`config.mk`:
```
export PLATFORM = sky130hd
export DESIGN_NAME = column_scatter
export DESIGN_NICKNAME = d
export VERILOG_FILES = /design/src/rtl/column_scatter.sv
export SDC_FILE = /design/constraint.sdc
export NUM_CORES = 1
export LEC_CHECK = 0
export BUFFER_PORTS_ARGS = -buffer_cell sky130_fd_sc_hd__buf_2
export CAP_MARGIN = 25
export CORE_AREA = 2 2 71 73
export CTS_BUF_LIST = sky130_fd_sc_hd__clkbuf_16
export DETAILED_ROUTE_END_ITERATION = 10
export DIE_AREA = 0 0 73 75
export PLACE_DENSITY = 0.76
export SETUP_SLACK_MARGIN = 0.15
export SLEW_MARGIN = 20
export SYNTH_ARGS = -nofsm -noshare
export SYNTH_HDL_FRONTEND = slang
export SYNTH_SLANG_ARGS = --single-unit
export TNS_END_PERCENT = 5
```
`constraint.sdc`:
```
create_clock -name clk -period 2.35 [get_ports clk]
set_clock_uncertainty 0.1 [all_clocks]
set_input_delay 0.47 -clock clk [delete_from_list [all_inputs] [get_ports clk]]
set_output_delay 0.47 -clock clk [all_outputs]
set_load 0.03 [all_outputs]
```
`src/rtl/column_scatter.sv`:
```
// Write-side sequencer that scatters a pixel stream round-robin across NUM_COL column buffers.
// Optional sticky error flag for ignored cfg_start requests: define COLUMN_SCATTER_ERR_EN.
module column_scatter #(
  parameter int DATA_WIDTH = 8,
  parameter int ADDR_WIDTH = 6,
  parameter int NUM_COL    = 4
) (
  input  logic                          clk,
  input  logic                          reset,
  input  logic                          cfg_start,
  input  logic [ADDR_WIDTH:0]           cfg_len,
  input  logic                          s_valid,
  input  logic [DATA_WIDTH-1:0]         s_data,
  output logic                          s_ready,
  output logic [NUM_COL-1:0]            wr_req,
  output logic [NUM_COL*DATA_WIDTH-1:0] wr_data,
  output logic                          busy,
  output logic                          done
`ifdef COLUMN_SCATTER_ERR_EN
  ,
  output logic                          err
`endif
);

  localparam int COL_W = $clog2(NUM_COL);
  localparam logic [ADDR_WIDTH:0] MAX_LEN  = {1'b1, {ADDR_WIDTH{1'b0}}};
  localparam logic [ADDR_WIDTH:0] LEN_ONE  = (ADDR_WIDTH+1)'(1);
  localparam logic [COL_W-1:0]    LAST_COL = COL_W'(NUM_COL - 1);

  typedef enum logic [1:0] {IDLE, FILL, DONE} state_t;

  state_t                        state_q, state_d;
  logic [COL_W-1:0]              col_idx_q, col_idx_d;
  logic [ADDR_WIDTH:0]           word_idx_q, word_idx_d;
  logic [ADDR_WIDTH:0]           len_q, len_d;
  logic [NUM_COL-1:0]            wr_req_q, wr_req_d;
  logic [NUM_COL*DATA_WIDTH-1:0] wr_data_q, wr_data_d;
  logic                          done_q, done_d;
  logic                          len_ok;
  logic                          beat;
  logic                          last_beat;

  assign len_ok    = (cfg_len != '0) && (cfg_len <= MAX_LEN);
  assign beat      = s_valid && (state_q == FILL);
  assign last_beat = beat && (col_idx_q == LAST_COL) && (word_idx_q == len_q - LEN_ONE);

  always_comb begin
    state_d    = state_q;
    col_idx_d  = col_idx_q;
    word_idx_d = word_idx_q;
    len_d      = len_q;
    wr_req_d   = '0;
    wr_data_d  = wr_data_q;
    done_d     = 1'b0;

    case (state_q)
      IDLE: begin
        if (cfg_start && len_ok) begin
          len_d      = cfg_len;
          col_idx_d  = '0;
          word_idx_d = '0;
          state_d    = FILL;
        end
      end
      FILL: begin
        if (beat) begin
          wr_req_d = NUM_COL'(1) << col_idx_q;
          for (int c = 0; c < NUM_COL; c++) begin
            if (col_idx_q == COL_W'(c)) begin
              wr_data_d[c*DATA_WIDTH +: DATA_WIDTH] = s_data;
            end
          end
          // word_idx is one bit wider than the address so a full 2**ADDR_WIDTH pass cannot wrap it
          if (col_idx_q == LAST_COL) begin
            col_idx_d  = '0;
            word_idx_d = word_idx_q + LEN_ONE;
          end else begin
            col_idx_d = col_idx_q + COL_W'(1);
          end
          if (last_beat) begin
            done_d  = 1'b1;
            state_d = DONE;
          end
        end
      end
      DONE: begin
        state_d = IDLE;
      end
      default: begin
        state_d = IDLE;
      end
    endcase
  end

  always_ff @(posedge clk) begin
    if (reset) begin
      state_q    <= IDLE;
      col_idx_q  <= '0;
      word_idx_q <= '0;
      len_q      <= '0;
      wr_req_q   <= '0;
      wr_data_q  <= '0;
      done_q     <= 1'b0;
    end else begin
      state_q    <= state_d;
      col_idx_q  <= col_idx_d;
      word_idx_q <= word_idx_d;
      len_q      <= len_d;
      wr_req_q   <= wr_req_d;
      wr_data_q  <= wr_data_d;
      done_q     <= done_d;
    end
  end

  assign s_ready = (state_q == FILL);
  assign busy    = (state_q != IDLE);
  assign wr_req  = wr_req_q;
  assign wr_data = wr_data_q;
  assign done    = done_q;

`ifdef COLUMN_SCATTER_ERR_EN
  logic err_q, err_d;

  always_comb begin
    err_d = err_q;
    if (cfg_start && (busy || !len_ok)) begin
      err_d = 1'b1;
    end
  end

  always_ff @(posedge clk) begin
    if (reset) begin
      err_q <= 1'b0;
    end else begin
      err_q <= err_d;
    end
  end

  assign err = err_q;
`endif

endmodule

```
==> metrics.yaml <==
outcome:
  status: "complete, no violations"
logic_synthesis:
  syn_nets: 315
  synth_common_cells: "87 x nand2_1, 55 x dfxtp_1, 45 x a21oi_1, 13 x clkbuf_1"
  synth_top_area_frac: 0.466
  synthTopCellsByArea: "dfxtp_1 47%, nand2_1 14%, a21oi_1 9.5%, ha_1 3.2%, xnor2_1 3.0%"
  syn_area_sq_um: 2360
  ys.flop_type: "dfxtp_1"
  avgSynthCellArea_sq_um: 8.14
  yosysSeqAreaShare: 0.466
  syn_inst: 290
  yosysTopAreaCell: "dfxtp_1"
  yosysUniqueCellTypes: 38
  synth-edff-count: 0
  ys_warn_count: 0
  async_reset_ff_frac: 0
  ys_seq_elements: 55
  synth_most_common_cell: "nand2_1"
worst_setup_path:
  rr_worst_depth: 7
  r2r-start: "len_q[0]"
  regToRegEndpoint: "done"
  cp.arrival_ns: 2.24
  required_ns: 2.44
  criticalPathCategory: "reg -> reg"
  crit_path_max_fanout: 6
  startpoint_type: "flip-flop"
  crit_path_end: "done"
  regToRegSetupSlack_ns: 0.20
  endpoint_kind: "flip-flop"
  crit_start: "len_q[0]"
grt:
  first_global_vias: 2073
  grt_pass1_wl_mm: 9.32
  grt.total_usage: 0.221
  antenna_found_initial: 0
  grt.overflow.total: 0
  grt_max_degree: 28
power_and_ir_drop:
  ir_drop_mv: 0.383
  power_per_cell_area_nw_per_um2: 733
  p_leak_uw: 0.00119
cts:
  cts_buffers: 5
  clock_path_buffers: 2
  cts_sinks: 55
  cts_htree_levels: 2
  ctsHoldBuffers: 0
  clk_pin_slew_ns: 0.07
  post_cts_buffers: 0
  clk_latency_ns: 0.29
  cts_tree: "built"
  cts_root_buffer: "clkbuf_16"
layout:
  area_growth_syn_to_layout_pct: 23.3
  final_cell_area_sq_um: 2910
  final_util: 0.624
  drive_above_1_share: 0.251
  nets: 374
  stdcell_count: 404
  num_antenna_cells: 0
timing:
  maxSlewHeadroom: 0.636
  hold_violations: 0
  hold_slack_ns: 0.337
  maxSlewViolCount: 0
  setup_violations: 0
  fmax_ghz: 0.466
  period_needed_ns: 2.15
  finalSetupTns_ns: 0
  grt_setup_unrepaired: "yes"
  min_period_over_period: 0.913
  worst_pin_slew_ns: 0.542
die:
  fp-row-count: 25
  ios: 58
  die_y_um: 75
  die_w_um: 73
  start_util: 0.507
  core-area_sq_um: 4660
  dieArea_sq_um: 5480
detailed_routing:
  route.detailed.drc: 0
  viasPerCell: 5.44
  via_count: 2197
  route.detailed.wl_per_inst_um: 14.3
  routed_wl_mm: 5.80
  antenna_left: 0
  drtIter0Drc: 193
  dr.pass1.iters: 4
placed_design:
  place_inst: 396
  port_buffers: 57
  placed_area_sq_um: 2730
  dp_hpwl_mm: 4.21
  routabilityCongestion: 0.908
flow_run:
  drv_cap: 0
min_path:
  hold_class: "in -> reg"
[how the worst min path moves through the flow]
stage / from / to / slack, ns / cells past startpoint
2_1_floorplan: len_q[5] / len_q[5] / 0.35 / 2
5_1_grt: s_data[5] / wr_data[29] / 0.35 / 3
4_1_cts: cfg_len[3] / len_q[3] / 0.33 / 3
3_3_place_gp: wr_data[12] / wr_data[12] / 0.34 / 2
6_report: cfg_len[3] / len_q[3] / 0.34 / 3
3_5_place_dp: wr_data[2] / wr_data[2] / 0.34 / 2
[metal layers]
metal | wire length [um] | global-route usage
met3 | 419 | 0.0602
met1 | 2560 | 0.282
met5 | 0 | 0
met4 | 73 | 0.0782
met2 | 2750 | 0.362
[layout by cell type (no fill, tap or decap), types with 3 or more instances in the layout]
| cell type | Yosys | layout |
|---|---|---|
| and3_1 | 3 | 3 |
| buf_2 | 0 | 57 |
| xor2_1 | 6 | 6 |
| clkbuf_16 | 0 | 5 |
| nor4_1 | 6 | 6 |
| buf_4 | 0 | 8 |
| nand2_1 | 87 | 87 |
| xnor2_1 | 8 | 8 |
| a21oi_1 | 45 | 44 |
| nand3_1 | 6 | 6 |
| o211ai_1 | 4 | 4 |
| inv_1 | 6 | 5 |
| dfxtp_2 | 0 | 4 |
| nor2b_1 | 3 | 3 |
| and2_1 | 3 | 3 |
| nor2_1 | 8 | 8 |
| dfxtp_1 | 55 | 51 |
| ha_1 | 6 | 5 |
[sequential cells by signal (all words and copies together) (netlist names)]
name / flops
word_idx_q: 7
len_q: 7
wr_data: 32
state_q: 2
wr_req: 4
done: 1
col_idx_q: 2
[where the power goes]
| part | total [uW] | internal (uW) | switching, uW |
|---|---|---|---|
| registers | 1010 | 973 | 36.4 |
| logic | 405 | 144 | 261 |
| clock network | 718 | 390 | 329 |
[repair_timing]
item                                    4_1_cts  5_1_grt
gates cloned                                  0        0
resized for setup                             0       15
endpoints found under the setup margin        2        3
pin swaps                                     1        1
[stage by stage]
step / total power, uW / worst slack (ns)
finish: 2130 / 0.204
global route: 2230 / 0.0713
CTS: 2130 / 0.0795
detailed placement: 1420 / 0.0284
global placement: 1410 / 0.0922
floorplan: 1290 / 0.258
[kinds of logic after synthesis]
family,count (synthesis),share of synthesized area
AO/OA/AOI/OAI,63,0.153
XOR/XNOR,15,0.0615
adder cells (fa/ha/maj),6,0.0318
buffers and inverters,19,0.0302
flip-flops,55,0.466
AND/OR/NAND/NOR,132,0.258
[worst max-delay path, stage by stage, from the launching register on]
cell and delay [ns]:
dfxtp_2 0.36, inv_2 0.08, ha_4 0.15, or2b_2 0.29
or4_1 0.42, a31oi_2 0.24, o21ai_2 0.09, a2111oi_2 0.32
[layout make-up]
type	instances	area [sq um]
Fill cell	431	1750
Multi-Input combinational cell	216	1230
Sequential cell	55	1110
Timing Repair Buffer	65	345
Clock buffer	5	125
Tap cell	54	67.6
Inverter	6	22.5
Clock inverter	3	16.3
Note: power is estimated with default switching activity, not from simulation.
